[config.mk]
export PLATFORM = sky130hd
export DESIGN_NAME = mem_port_arbiter_flat
export DESIGN_NICKNAME = d
export VERILOG_FILES = /design/src/rtl/mem_port_arbiter_if.sv /design/src/rtl/mem_port_arbiter.sv /design/src/flat_wrapper.sv
export SDC_FILE = /design/constraint.sdc
export NUM_CORES = 1
export LEC_CHECK = 0
export BUFFER_PORTS_ARGS = -buffer_cell sky130_fd_sc_hd__buf_2
export CORE_AREA = 4 4 192 194
export CTS_CLUSTER_SIZE = 14
export DETAILED_ROUTE_END_ITERATION = 7
export DIE_AREA = 0 0 196 198
export PLACE_DENSITY_LB_ADDON = 0.15
export REMOVE_ABC_BUFFERS = 1
export SYNTH_ARGS = -nofsm -noshare
export SYNTH_HDL_FRONTEND = slang
export SYNTH_SLANG_ARGS = --single-unit
[constraint.sdc]
create_clock -name clk -period 2.8 [get_ports clk]
set_input_delay 0.84 -clock clk [delete_from_list [all_inputs] [get_ports clk]]
set_output_delay 0.84 -clock clk [all_outputs]
set_load 0.005 [all_outputs]
[src/rtl/mem_port_arbiter_if.sv]
// Bundle of the fetch, data and memory-side signals around mem_port_arbiter.
// slave: the arbiter's view; master: the surrounding core/memory environment's view.
interface mem_port_arbiter_if #(
    parameter int unsigned ADDR_W  = 64,
    parameter int unsigned DATA_W  = 64,
    parameter int unsigned INSTR_W = 32,
    parameter int unsigned MTYPE_W = 3
);
    // fetch requester
    logic               f_req;
    logic [ADDR_W-1:0]  f_addr;
    logic               f_gnt;
    logic               f_rvalid;
    logic [INSTR_W-1:0] f_rdata;

    // data requester
    logic               d_req;
    logic               d_we;
    logic [MTYPE_W-1:0] d_type;
    logic [ADDR_W-1:0]  d_addr;
    logic [DATA_W-1:0]  d_wdata;
    logic               d_gnt;
    logic               d_rvalid;
    logic [DATA_W-1:0]  d_rdata;

    // memory bus
    logic               mem_req;
    logic               mem_we;
    logic [MTYPE_W-1:0] mem_type;
    logic [ADDR_W-1:0]  mem_addr;
    logic [DATA_W-1:0]  mem_wdata;
    logic               mem_ready;
    logic               mem_rvalid;
    logic [DATA_W-1:0]  mem_rdata;

    logic               busy;

    modport slave (
        input  f_req, f_addr,
        input  d_req, d_we, d_type, d_addr, d_wdata,
        input  mem_ready, mem_rvalid, mem_rdata,
        output f_gnt, f_rvalid, f_rdata,
        output d_gnt, d_rvalid, d_rdata,
        output mem_req, mem_we, mem_type, mem_addr, mem_wdata,
        output busy
    );

    modport master (
        output f_req, f_addr,
        output d_req, d_we, d_type, d_addr, d_wdata,
        output mem_ready, mem_rvalid, mem_rdata,
        input  f_gnt, f_rvalid, f_rdata,
        input  d_gnt, d_rvalid, d_rdata,
        input  mem_req, mem_we, mem_type, mem_addr, mem_wdata,
        input  busy
    );
endinterface

[src/rtl/mem_port_arbiter.sv]
// Shares one variable-latency memory port between fetch and data requesters, one transaction at a time.
// Define MEM_ARB_STARVE_GUARD_EN to force a fetch win after STARVE_MAX consecutive fetch losses.
module mem_port_arbiter #(
    parameter int unsigned ADDR_W  = 64,
    parameter int unsigned DATA_W  = 64,
    parameter int unsigned INSTR_W = 32,
    parameter int unsigned MTYPE_W = 3
`ifdef MEM_ARB_STARVE_GUARD_EN
   ,parameter int unsigned STARVE_MAX = 4
`endif
) (
    input  logic                clk,
    input  logic                reset,
    mem_port_arbiter_if.slave   bus
);

    localparam logic [MTYPE_W-1:0] FETCH_TYPE = MTYPE_W'(3'b010);

    typedef enum logic [1:0] {
        IDLE = 2'd0,
        REQ  = 2'd1,
        RESP = 2'd2
    } arbStateT;

    arbStateT state;
    arbStateT stateNext;

    // registered outputs and captured transaction
    logic               ownerData;
    logic               memReq;
    logic               memWe;
    logic [MTYPE_W-1:0] memType;
    logic [ADDR_W-1:0]  memAddr;
    logic [DATA_W-1:0]  memWdata;
    logic               fRvalid;
    logic [INSTR_W-1:0] fRdata;
    logic               dRvalid;
    logic [DATA_W-1:0]  dRdata;
    logic               busyQ;

    // per-cycle decisions from the output process
    logic grantF;
    logic grantD;
    logic memAccept;
    logic respDone;
    logic forceFetch;

`ifdef MEM_ARB_STARVE_GUARD_EN
    localparam int unsigned CNT_W = $clog2(STARVE_MAX + 1);
    localparam logic [CNT_W-1:0] CNT_MAX = CNT_W'(STARVE_MAX);

    logic [CNT_W-1:0] starveCnt;

    // counts data grants that left a fetch waiting; saturates, cleared by a fetch grant
    always_ff @(posedge clk or negedge reset) begin
        if (!reset) begin
            starveCnt <= '0;
        end else if (grantF) begin
            starveCnt <= '0;
        end else if (grantD && bus.f_req && (starveCnt != CNT_MAX)) begin
            starveCnt <= starveCnt + CNT_W'(1);
        end
    end

    assign forceFetch = bus.f_req && (starveCnt == CNT_MAX);
`else
    assign forceFetch = 1'b0;
`endif

    // state register
    always_ff @(posedge clk or negedge reset) begin
        if (!reset) begin
            state <= IDLE;
        end else begin
            state <= stateNext;
        end
    end

    // next-state logic
    always_comb begin
        stateNext = state;
        case (state)
            IDLE: begin
                if (grantF || grantD) begin
                    stateNext = REQ;
                end
            end
            REQ: begin
                if (memAccept) begin
                    stateNext = memWe ? IDLE : RESP;
                end
            end
            RESP: begin
                if (respDone) begin
                    stateNext = IDLE;
                end
            end
            default: stateNext = IDLE;
        endcase
    end

    // output/decision logic; grants are held off while reset is asserted
    always_comb begin
        grantF    = 1'b0;
        grantD    = 1'b0;
        memAccept = 1'b0;
        respDone  = 1'b0;
        case (state)
            IDLE: begin
                if (reset) begin
                    grantF = bus.f_req && (!bus.d_req || forceFetch);
                    grantD = bus.d_req && !grantF;
                end
            end
            REQ: begin
                memAccept = memReq && bus.mem_ready;
            end
            RESP: begin
                respDone = bus.mem_rvalid;
            end
            default: begin
                grantF = 1'b0;
            end
        endcase
    end

    // transaction capture, memory request and response registers
    always_ff @(posedge clk or negedge reset) begin
        if (!reset) begin
            ownerData <= 1'b0;
            memReq    <= 1'b0;
            memWe     <= 1'b0;
            memType   <= '0;
            memAddr   <= '0;
            memWdata  <= '0;
            fRvalid   <= 1'b0;
            fRdata    <= '0;
            dRvalid   <= 1'b0;
            dRdata    <= '0;
            busyQ     <= 1'b0;
        end else begin
            fRvalid <= 1'b0;
            dRvalid <= 1'b0;
            busyQ   <= (stateNext != IDLE);

            if (grantF || grantD) begin
                ownerData <= grantD;
                memReq    <= 1'b1;
                memWe     <= grantD && bus.d_we;
                memType   <= grantD ? bus.d_type  : FETCH_TYPE;
                memAddr   <= grantD ? bus.d_addr  : bus.f_addr;
                memWdata  <= grantD ? bus.d_wdata : '0;
            end

            // a store completes on acceptance, with zero load data
            if (memAccept) begin
                memReq <= 1'b0;
                if (memWe) begin
                    dRvalid <= 1'b1;
                    dRdata  <= '0;
                end
            end

            if (respDone) begin
                if (ownerData) begin
                    dRvalid <= 1'b1;
                    dRdata  <= bus.mem_rdata;
                end else begin
                    fRvalid <= 1'b1;
                    fRdata  <= bus.mem_rdata[INSTR_W-1:0];
                end
            end
        end
    end

    assign bus.f_gnt     = grantF;
    assign bus.d_gnt     = grantD;
    assign bus.f_rvalid  = fRvalid;
    assign bus.f_rdata   = fRdata;
    assign bus.d_rvalid  = dRvalid;
    assign bus.d_rdata   = dRdata;
    assign bus.mem_req   = memReq;
    assign bus.mem_we    = memWe;
    assign bus.mem_type  = memType;
    assign bus.mem_addr  = memAddr;
    assign bus.mem_wdata = memWdata;
    assign bus.busy      = busyQ;

endmodule

[src/flat_wrapper.sv]
// flat-port wrapper written by rule: the top's interface ports become plain ports
module mem_port_arbiter_flat 
#(
    parameter int unsigned ADDR_W  = 64,
    parameter int unsigned DATA_W  = 64,
    parameter int unsigned INSTR_W = 32,
    parameter int unsigned MTYPE_W = 3

)
  (clk, reset, bus_f_req, bus_f_addr, bus_d_req, bus_d_we, bus_d_type, bus_d_addr, bus_d_wdata, bus_mem_ready, bus_mem_rvalid, bus_mem_rdata, bus_f_gnt, bus_f_rvalid, bus_f_rdata, bus_d_gnt, bus_d_rvalid, bus_d_rdata, bus_mem_req, bus_mem_we, bus_mem_type, bus_mem_addr, bus_mem_wdata, bus_busy);
  mem_port_arbiter_if #(.ADDR_W(ADDR_W), .DATA_W(DATA_W), .INSTR_W(INSTR_W), .MTYPE_W(MTYPE_W)) bus_i ();
  input  logic clk;
  input  logic reset;
  input wire logic [$bits(bus_i.f_req)-1:0] bus_f_req;
  input wire logic [$bits(bus_i.f_addr)-1:0] bus_f_addr;
  input wire logic [$bits(bus_i.d_req)-1:0] bus_d_req;
  input wire logic [$bits(bus_i.d_we)-1:0] bus_d_we;
  input wire logic [$bits(bus_i.d_type)-1:0] bus_d_type;
  input wire logic [$bits(bus_i.d_addr)-1:0] bus_d_addr;
  input wire logic [$bits(bus_i.d_wdata)-1:0] bus_d_wdata;
  input wire logic [$bits(bus_i.mem_ready)-1:0] bus_mem_ready;
  input wire logic [$bits(bus_i.mem_rvalid)-1:0] bus_mem_rvalid;
  input wire logic [$bits(bus_i.mem_rdata)-1:0] bus_mem_rdata;
  output wire logic [$bits(bus_i.f_gnt)-1:0] bus_f_gnt;
  output wire logic [$bits(bus_i.f_rvalid)-1:0] bus_f_rvalid;
  output wire logic [$bits(bus_i.f_rdata)-1:0] bus_f_rdata;
  output wire logic [$bits(bus_i.d_gnt)-1:0] bus_d_gnt;
  output wire logic [$bits(bus_i.d_rvalid)-1:0] bus_d_rvalid;
  output wire logic [$bits(bus_i.d_rdata)-1:0] bus_d_rdata;
  output wire logic [$bits(bus_i.mem_req)-1:0] bus_mem_req;
  output wire logic [$bits(bus_i.mem_we)-1:0] bus_mem_we;
  output wire logic [$bits(bus_i.mem_type)-1:0] bus_mem_type;
  output wire logic [$bits(bus_i.mem_addr)-1:0] bus_mem_addr;
  output wire logic [$bits(bus_i.mem_wdata)-1:0] bus_mem_wdata;
  output wire logic [$bits(bus_i.busy)-1:0] bus_busy;
  assign bus_i.f_req = bus_f_req;
  assign bus_i.f_addr = bus_f_addr;
  assign bus_i.d_req = bus_d_req;
  assign bus_i.d_we = bus_d_we;
  assign bus_i.d_type = bus_d_type;
  assign bus_i.d_addr = bus_d_addr;
  assign bus_i.d_wdata = bus_d_wdata;
  assign bus_i.mem_ready = bus_mem_ready;
  assign bus_i.mem_rvalid = bus_mem_rvalid;
  assign bus_i.mem_rdata = bus_mem_rdata;
  assign bus_f_gnt = bus_i.f_gnt;
  assign bus_f_rvalid = bus_i.f_rvalid;
  assign bus_f_rdata = bus_i.f_rdata;
  assign bus_d_gnt = bus_i.d_gnt;
  assign bus_d_rvalid = bus_i.d_rvalid;
  assign bus_d_rdata = bus_i.d_rdata;
  assign bus_mem_req = bus_i.mem_req;
  assign bus_mem_we = bus_i.mem_we;
  assign bus_mem_type = bus_i.mem_type;
  assign bus_mem_addr = bus_i.mem_addr;
  assign bus_mem_wdata = bus_i.mem_wdata;
  assign bus_busy = bus_i.busy;
  mem_port_arbiter #(.ADDR_W(ADDR_W), .DATA_W(DATA_W), .INSTR_W(INSTR_W), .MTYPE_W(MTYPE_W)) u_core (.clk(clk), .reset(reset), .bus(bus_i));
endmodule
# After elaboration in Yosys (flattened, before gate mapping)
# Cells that the tools add are included.
# Widths: inputs -> output; s select.
[word_totals]
ram_bits = 0
ff_bits = 235
rom_bits = 0
latch_bits = 0
in_bits = 266
output_inout_bits = 234
wordCells = 52
mem_count = 0
[classes]
n_eq_ne = 2
n_lt_le_gt_ge = 0
div = 0
shifts = 0
n_reduce_logical = 11
n_bitwise = 1
muxes = 26
n_mul = 0
add_sub_neg = 0
[op_table]
columns = ["cell", "n"]
rows = [
  ["$mux 64", 6],
  ["$mux 1", 14],
  ["$mux 2", 4],
  ["$pmux 2 s3", 1],
  ["$logic_and 1x1->1", 4],
  ["$reduce_bool 2->1", 2],
  ["$mux 3", 1],
  ["$eq 2x1->1 const B", 1],
  ["$eq 2x2->1 const B", 1],
  ["$logic_not 1->1", 2],
  ["$logic_not 2->1", 1],
  ["$reduce_and 2->1", 1],
  ["$logic_or 1x1->1", 1],
  ["$not 1->1", 1],
]

# Depth between registers and ports, before layout
# Gate-level depths: netlist of run 1.
[logic_depth]
ltp_word = 10
ltp_mapped = 5
ltp_nobuf = 3

# Worst setup path before layout of run 1
# Ideal clock, no wire load.
[synth_path]
path_kind = "input -> output"
from = "input reset"
to = "output bus_f_gnt"
t_arrival_ps = 1416
path_stages = 4
n_path_buf = 2
slack_ps = 544
required_ps = 1960
path_cell_list = "nand4bb_1 -> buf_2 -> buf_2 -> nor2_1"
[synth_via]
elab_chain_cells = 2
[synth_rtl]
columns = ["element", "line_no", "source"]
rows = [
  ["start, declared", "flat_wrapper.sv:13", "input logic reset;"],
  ["$mux 1", "mem_port_arbiter.sv:110", "if (reset) begin"],
  ["$mux 1", "mem_port_arbiter.sv:108", "case (state)"],
  ["end, declared", "flat_wrapper.sv:24", "output wire logic [$bits(bus_i.f_gnt)-1:0] bus_f_gnt;"],
]
# Every way passes these cells.

# Worst setup path after layout of run 1
[layout_path]
from = "register u_core.state[0]"
to = "output bus_d_gnt"
[layout_via]
elab_chain_cells = 2
[layout_rtl]
columns = ["element", "line_no", "source"]
rows = [
  ["start, declared", "mem_port_arbiter.sv:25", "arbStateT state;"],
  ["start signal, assigned", "mem_port_arbiter.sv:75", "state <= stateNext;"],
  ["$logic_not 2->1", "mem_port_arbiter.sv:108", ""],
  ["$mux 1", "mem_port_arbiter.sv:108", ""],
  ["end, declared", "flat_wrapper.sv:27", "output wire logic [$bits(bus_i.d_gnt)-1:0] bus_d_gnt;"],
]
# Every way passes these cells.

==> results of run 1 <==
[cells in the mapped netlist, drive strengths merged]
master   count
dfrtp      235
nand2      131
a22o        67
o21ai       67
o22ai       65
a21oi       64
o32ai       64
buf         44
clkbuf      34
mux2        32
nor2         3
nand2b       2
nor3b        2
o21a         2
a21o         1
and2         1
and4b        1
inv          1
nand3        1
nand4b       1
nand4bb      1
nor2b        1
o211ai       1
o32a         1
or2          1
[final cells by class]
| type | count | area, um^2 |
|---|---|---|
| antenna | 2 | 5.00 |
| sequential | 235 | 5880 |
| clock inverter | 17 | 175 |
| tap | 461 | 577 |
| inverter | 1 | 3.75 |
| clock buffer | 34 | 773 |
| multi-input combinational | 509 | 3260 |
| timing repair buffer | 516 | 2740 |
| fill | 3600 | 21800 |
[sequential cells by signal (all words and copies together) (netlist names), 2 cells and up]
name and cells:
u_core.bus.d_rdata 64, u_core.bus.mem_addr 64, u_core.bus.mem_type 3, u_core.bus.f_rdata 32
u_core.bus.mem_wdata 64, u_core.state 2
[through the flow]
stage	std cells	TNS, ns	total power [mW]	hold WS [ns]	cell area (um^2)
after CTS	1773	0	15.0	0.336	13400
after floorplan	745	-212.57	8.24	0.483	9100
after global routing	1775	0	15.8	0.367	13400
final	1775	0	14.8	0.354	13400
after detailed placement	1722	0	11.2	0.474	12500
after global placement	1722	0	11.1	0.466	12500
[where the power goes]
| group | internal, mW | switching [mW] | leakage (nW) |
|---|---|---|---|
| sequential | 4.97 | 0.974 | 2.95 |
| clock | 2.24 | 1.49 | 0.483 |
| combinational | 2.48 | 2.63 | 3.21 |
| total | 9.69 | 5.09 | 6.65 |
[critical path, cell delays in order, from the launching register on]
cell	delay, ns
dfrtp_1	0.50
or2_2	0.38
nor2_4	0.16
buf_2	0.17
[final timing paths]
path,from,end,slack [ns],depth (start not counted)
hold / removal,reset,u_core.bus.mem_we,0.35,2
setup reg to reg,u_core.state[0],u_core.bus.mem_wdata[12],0.75,4
setup / recovery,u_core.state[0],bus_d_gnt,0.20,3
max in group asynchronous,reset,u_core.bus.mem_wdata[6],1.22,3
min in group clk,u_core.bus.f_rdata[2],u_core.bus.f_rdata[2],0.48,1
hold reg to reg,u_core.bus.f_rdata[2],u_core.bus.f_rdata[2],0.48,1
[layout by cell type, fill, tap and decap left out, types with 12 or more instances in the layout]
cell type and instances:
clkinv_2 12, o21ai_0 66, a22o_1 67, dfrtp_1 235, a21oi_1 64, clkbuf_16 28
buf_2 498, nand2_1 130, o22ai_1 65, mux2_2 30, o32ai_1 64
[cells by family after synthesis]
| kind of cell | after synthesis | synth area share, % |
|---|---|---|
| muxes | 32 | 3.81 |
| buffers and inverters | 79 | 3.77 |
| DFF | 235 | 62.2 |
| and+or+nand+nor | 145 | 6.38 |
| AOI/OAI and AO/OA | 332 | 23.8 |
[layer usage]
| metal | wire (um) | GRT usage [%] | vias to the layer above | share of wire, % |
|---|---|---|---|---|
| li1 | - | - | 4026 | - |
| met1 | 14500 | 21.8 | 4229 | 41 |
| met2 | 17600 | 29.3 | 358 | 49 |
| met3 | 2590 | 4.05 | 72 | 7.2 |
| met4 | 1120 | 5.61 | 4 | 3.1 |
| met5 | 14 | 0 | - | 0.039 |
==> impl_metrics.yaml, run 1 <==
outcome:
  outcome: "finished clean"
timing:
  fmax_ghz: 0.385
  tightest_slew_ns: 0.783
  period_minus_slack_ns: 2.60
  finalMaxSlewViolations: 0
  finalHoldViolCount: 0
  max_slew_margin_pct: 47.8
  fin_skew_ns: 0.0107
  setup_viol: 0
  fin_ws_ns: 0.205
  grt_setup_unrepaired: "no"
  fin_crit_sh_pct: 92.7
global_routing:
  grt.total_usage_pct: 17.2
  antenna_found_initial: 4
  grt_max_degree: 116
  first_global_vias: 8888
  overflow: 0
  grt_pass1_wl_um: 53800
cts:
  cts_resized: 0
  cts_setup_buffers: 0
  clkTransAtPathRegs_ns: 0.07
  clk_latency_ns: 0.54
  postCtsHoldBufs: 0
  htree_levels: 1
  cts_buffer_depth: 3
  cts_made_buffers: 28
  clock_sinks: 235
  cts_tree: "built"
  root_buffer: "clkbuf_16"
die:
  die-width_um: 196
  num_io_pins: 500
  start_util_pct: 26.8
  die_area_mm2: 0.0388
  rows: 69
  die_h_um: 198
  core_mm2: 0.0352
critical_path:
  cp-end-kind: "primary output"
  critPathKind: "reg -> out"
  arrival_ns: 1.76
  critPathMaxFanout: 8
  worstPathRequired_ns: 1.96
  start_kind: "flip-flop"
detailed_routing:
  ant_nets: 0
  num_vias: 8689
  drtIter0Drc: 357
  dr.pass1.iters: 4
  viasPerCell: 4.90
  post-route-drc-count: 0
  wl_per_cell_um: 20.2
  drt_wl_total_um: 35900
logic_synthesis:
  synth_area_leaders: "dfrtp_1, a22o_1, o32ai_1"
  yosysWarnings: 0
  synthCells: 823
  yosysSeqAreaShare_pct: 62.2
  yosys.area.top_type_share_pct: 62.2
  synth.largest_area_cell: "dfrtp_1"
  avgSynthCellArea_um2: 11.5
  syn_area_mm2: 0.00945
  synth_cell_types: 32
  synth-seq-cells: 235
final_layout:
  fin_nets: 1557
  layout-drive-gt1-share_pct: 46.2
  utilization_pct: 38.1
  area_growth_pct: 41.9
power:
  p_leak_nw: 6.65
  p_per_area_mw_per_mm2: 1100
  irDropWorstVdd_mv: 0.554
place:
  dpl_worst_slack_ns: 0.477
  place_hpwl_um: 24700
  numPortBuffers: 499
  gp_congestion: 0.799
worst_hold_path:
  holdCritPathClass: "in -> async"
run:
  maxCapViolCount: 0
(Power assumes the default switching activity.)
==> inputs of run 2 (changes only) <==
--- a/config.mk
+++ b/config.mk
@@ -6,10 +6,12 @@
 export NUM_CORES = 1
 export LEC_CHECK = 0
 export BUFFER_PORTS_ARGS = -buffer_cell sky130_fd_sc_hd__buf_2
+export CAP_MARGIN = 20
 export CORE_AREA = 4 4 192 194
 export CTS_CLUSTER_SIZE = 14
 export DETAILED_ROUTE_END_ITERATION = 7
 export DIE_AREA = 0 0 196 198
+export MAX_ROUTING_LAYER = met4
 export PLACE_DENSITY_LB_ADDON = 0.15
 export REMOVE_ABC_BUFFERS = 1
 export SYNTH_ARGS = -nofsm -noshare
==> impl_metrics.yaml, run 2 (same netlist as run 1, synthesis figures left out) <==
outcome:
  outcome: "finished clean"
place:
  place_hpwl_um: 24700
  numPortBuffers: 499
  gp_congestion: 0.810
  dpl_worst_slack_ns: 0.477
cts:
  root_buffer: "clkbuf_16"
  clock_sinks: 235
  cts_setup_buffers: 0
  cts_buffer_depth: 3
  htree_levels: 1
  cts_resized: 0
  postCtsHoldBufs: 0
  cts_tree: "built"
  clkTransAtPathRegs_ns: 0.07
  cts_made_buffers: 28
  clk_latency_ns: 0.55
power:
  irDropWorstVdd_mv: 0.556
  p_int_mw: 9.69
  swShare_pct: 34.5
  power.switching_mw: 5.09
  combinationalPowerShare_pct: 34.6
  p_leak_nw: 6.65
  p_per_area_mw_per_mm2: 1100
  seqPwrFrac_pct: 40.2
  totalPowerFinal_mw: 14.8
  clockPowerShare_pct: 25.2
run:
  maxCapViolCount: 0
critical_path:
  start_kind: "flip-flop"
  crit_chain: "or2_2 > nor2_4 > buf_2"
  cp_slowest_cell: "dfrtp_1"
  critPathLaunch: "u_core.state[0]"
  cp-end-kind: "primary output"
  rr_worst_depth: 4
  max_stage_delay_ns: 0.49
  cp_top_family: "simple AND/OR/NAND/NOR gates"
  path_buf_inv: 1
  critPathMaxFanout: 8
  critPathKind: "reg -> out"
  arrival_ns: 1.74
  crit_cells: 3
  worstPathRequired_ns: 1.96
  reg2reg_from: "u_core.state[0]"
detailed_routing:
  post-route-drc-count: 0
  ant_nets: 0
  viasPerCell: 4.90
  drtIter0Drc: 345
  drt_wl_total_um: 35900
  dr.pass1.iters: 4
  num_vias: 8706
  wl_per_cell_um: 20.2
global_routing:
  grt_pass1_wl_um: 53800
  first_global_vias: 8882
  grt_max_degree: 116
  antenna_found_initial: 4
  grt.total_usage_pct: 17.8
  overflow: 0
final_layout:
  final_common_cell: "buf_2"
  final_cell_mix: "buf_2, dfrtp_1, nand2_1, a22o_1, o21ai_0"
  layout-drive-gt1-share_pct: 46.2
  fin_nets: 1557
  area_growth_pct: 42.0
timing:
  setup_viol: 0
  fmax_ghz: 0.387
  fin_skew_ns: 0.0107
  fin_crit_sh_pct: 92.3
  grt_setup_unrepaired: "no"
  fin_ws_ns: 0.216
  max_slew_margin_pct: 47.4
  finalMaxSlewViolations: 0
  tns_ns: 0
  finalHoldViolCount: 0
  tightest_slew_ns: 0.789
  period_minus_slack_ns: 2.58
die:
  die_area_mm2: 0.0388
  start_util_pct: 26.8
  num_io_pins: 500
  core_mm2: 0.0352
  rows: 69
  die_h_um: 198
  die-width_um: 196
worst_hold_path:
  holdCritPathClass: "in -> async"
==> run 2: cell types whose count changed in the layout (fill, tap and decap cells not counted) <==
cell and change:
diode_2 +2
==> run 2: metrics by stage <==
stage	instance area [um^2]	hold WS [ns]	cells	util [%]
global route	13400	0.366	1777	38.1
finish	13400	0.354	1777	38.1
floorplan	9100	0.483	745	-
CTS	13400	0.336	1773	38.1
detailed placement	12500	0.474	1722	35.4
global placement	12500	0.466	1722	35.4
==> run 2: cell type report <==
class	instances	area [um^2]
clock inverter	17	175
inverter	1	3.75
fill	3600	21800
clock buffer	34	773
timing repair buffer	516	2740
tap	461	577
antenna	4	10.0
multi-input combinational	509	3260
sequential	235	5880
==> run 2: path summary, 6_finish.rpt <==
| check | end | slack [ns] |
|---|---|---|
| max in group asynchronous | u_core.bus.mem_wdata[55] | 1.21 |
| min in group clk | u_core.bus.f_rdata[2] | 0.48 |
| hold reg to reg | u_core.bus.f_rdata[2] | 0.48 |
| setup / recovery | bus_d_gnt | 0.22 |
| setup reg to reg | u_core.bus.mem_wdata[12] | 0.76 |
| hold / removal | u_core.bus.mem_we | 0.35 |
==> run 2: power by group through the flow <==
stage                     Combinational, mW  Sequential [mW]  Clock (mW)
after floorplan                        2.19             6.05           0
after global placement                 5.17             5.97           0
after detailed placement               5.23             5.97           0
after CTS                              5.22             5.95        3.86
after global routing                   5.65             6.18        3.98
final                                  5.11             5.95        3.73
==> run 2: per-layer routing <==
metal / vias to the layer above / GRT usage, % / part of all wire, % / wire, um
met5: - / - / 0 / 0
met4: 0 / 5.59 / 3.1 / 1110
met3: 70 / 3.64 / 6.8 / 2460
met1: 4246 / 22.0 / 41 / 14700
met2: 364 / 29.3 / 49 / 17700
li1: 4026 / - / - / -
==> inputs of run 3 (changes only) <==
--- a/config.mk
+++ b/config.mk
@@ -5,12 +5,13 @@
 export SDC_FILE = /design/constraint.sdc
 export NUM_CORES = 1
 export LEC_CHECK = 0
+export ABC_AREA = 1
 export BUFFER_PORTS_ARGS = -buffer_cell sky130_fd_sc_hd__buf_2
 export CAP_MARGIN = 20
-export CORE_AREA = 4 4 192 194
+export CORE_AREA = 4 4 195 197
 export CTS_CLUSTER_SIZE = 14
 export DETAILED_ROUTE_END_ITERATION = 7
-export DIE_AREA = 0 0 196 198
+export DIE_AREA = 0 0 199 201
 export MAX_ROUTING_LAYER = met4
 export PLACE_DENSITY_LB_ADDON = 0.15
 export REMOVE_ABC_BUFFERS = 1
==> impl_metrics.yaml, run 3 <==
timing:
  setup_viol: 0
  finalHoldViolCount: 0
  tns_ns: 0
  fin_crit_sh_pct: 92.3
  max_slew_margin_pct: 47.4
  fmax_ghz: 0.387
  finalMaxSlewViolations: 0
  tightest_slew_ns: 0.789
  grt_setup_unrepaired: "no"
  hold_ws_ns: 0.336
  fin_skew_ns: 0.0133
  period_minus_slack_ns: 2.58
logic_synthesis:
  muxShareOfSynthArea_pct: 0
  synth.largest_area_cell: "dfrtp_1"
  synth-seq-cells: 235
  yosysMostFrequentCell: "nand2_1"
  synth-compound-area-share_pct: 1.74
  yosysSeqAreaShare_pct: 59.3
  avgSynthCellArea_um2: 8.07
  yosysWarnings: 0
  ys.flop_type: "dfrtp_1"
  synthCells: 1229
  synth_xor_xnor_area_share_pct: 0
  synth_area_leaders: "dfrtp_1, nand2_1, nand3_1"
  synthAdderAreaFrac_pct: 0
  yosys.area.top_type_share_pct: 59.3
  synth-edff-count: 0
  synth_simple_gate_area_share_pct: 34.7
  synthArstFlopShare_pct: 100
  synth_top_family_by_area: "simple AND/OR/NAND/NOR gates"
  syn_area_mm2: 0.00992
  synth_cell_types: 15
  synthTopCellsByCount: "nand2_1, dfrtp_1, nand3_1, buf_2, o21ai_0"
global_routing:
  antenna_found_initial: 5
  grt_pass1_wl_um: 57100
  grt_max_degree: 120
  first_global_vias: 9920
  overflow: 0
  grt.total_usage_pct: 18.4
die:
  die-width_um: 199
  rows: 70
  start_util_pct: 27.4
  core_mm2: 0.0363
  die_h_um: 201
  num_io_pins: 500
  die_area_mm2: 0.0400
critical_path:
  cp-end-kind: "primary output"
  start_kind: "flip-flop"
  arrival_ns: 1.74
  critPathMaxFanout: 5
  worstPathRequired_ns: 1.96
  critPathKind: "reg -> out"
final_layout:
  layout-drive-gt1-share_pct: 33.7
  multiInputGateArea_mm2: 0.00364
  register_area_mm2: 0.00588
  final_cell_mix: "nand2_1, buf_2, dfrtp_1, nand3_1, o21ai_0"
  final.fill_count: 3919
  area_growth_pct: 40.5
  final_common_cell: "nand2_1"
  utilization_pct: 38.4
  fin_nets: 1966
power:
  clockPowerShare_pct: 26.6
  p_per_area_mw_per_mm2: 1070
  combinationalPowerShare_pct: 34.3
  power.switching_mw: 5.40
  totalPowerFinal_mw: 14.9
  irDropWorstVdd_mv: 0.596
  p_int_mw: 9.54
  seqPwrFrac_pct: 39.1
  swShare_pct: 36.2
  p_leak_nw: 8.38
cts:
  postCtsHoldBufs: 0
  htree_levels: 1
  cts_tree: "built"
  clock_sinks: 235
  clk_latency_ns: 0.54
  root_buffer: "clkbuf_16"
  cts_made_buffers: 29
  cts_setup_buffers: 0
  clkTransAtPathRegs_ns: 0.06
  cts_resized: 0
  cts_buffer_depth: 3
place:
  numPortBuffers: 499
  place_hpwl_um: 26200
  gp_congestion: 0.852
detailed_routing:
  ant_nets: 0
  wl_per_cell_um: 17.1
  drtIter0Drc: 446
  viasPerCell: 4.40
  num_vias: 9672
  drt_wl_total_um: 37500
  dr.pass1.iters: 4
  post-route-drc-count: 0
worst_hold_path:
  holdCritPathClass: "in -> async"
run:
  maxCapViolCount: 0
outcome:
  outcome: "finished clean"
[run 3: logic make-up (layout without fill, tap and decap cells)]
group,after synthesis,in the layout
compound gates,33,33
buf+inv,92,586
flops,235,235
other cells,0,6
simple gates,869,869
[run 3: cell type report]
| class | count | share of cell area (%) |
|---|---|---|
| timing repair buffer | 518 | 19.6 |
| clock buffer | 37 | 5.93 |
| inverter | 14 | 0.377 |
| tap | 468 | 4.20 |
| multi-input combinational | 902 | 26.1 |
| antenna | 6 | 0.108 |
| sequential | 235 | 42.2 |
| clock inverter | 17 | 1.44 |
[run 3: power by group through the flow]
stage	clock [mW]	sequential [mW]	combinational, mW
after floorplan	0	6.00	2.06
after global placement	0	5.85	5.24
after detailed placement	0	5.86	5.29
after CTS	4.13	5.84	5.28
after global routing	4.26	6.04	5.79
final	3.98	5.83	5.13
[run 3: worst paths after layout]
check	startpoint	endpoint	slack, ns	cells past startpoint
setup / recovery	u_core.state[1]	bus_f_gnt	0.22	4
setup reg to reg	u_core.state[1]	u_core.bus.mem_addr[18]	0.85	7
min in group clk	u_core.bus.mem_wdata[50]	u_core.bus.mem_wdata[50]	0.46	2
max in group asynchronous	reset	u_core.bus.mem_addr[7]	1.28	3
hold / removal	reset	u_core.bus.d_rdata[20]	0.34	2
hold reg to reg	u_core.bus.mem_wdata[50]	u_core.bus.mem_wdata[50]	0.46	2
[run 3: per-layer routing]
layer | track usage (%) | wire (um)
met1 | 21.7 | 15100
met2 | 31.1 | 18400
met3 | 4.03 | 2650
met4 | 6.18 | 1360
met5 | - | 0
[run 3: worst max-delay path: stages (launching register included)]
cell and delay (ns):
dfrtp_1 0.44, nor2_4 0.21, nand3_1 0.30, inv_1 0.13, buf_2 0.12
[run 3: stage by stage]
stage          area, um^2  instances  worst slack [ns]
3_5_place_dp        12900       2137             0.230
4_1_cts             13900       2191             0.138
6_report            13900       2197             0.215
3_3_place_gp        12900       2137             0.279
2_1_floorplan        9550       1151             -2.12
5_1_grt             13900       2196            0.0833
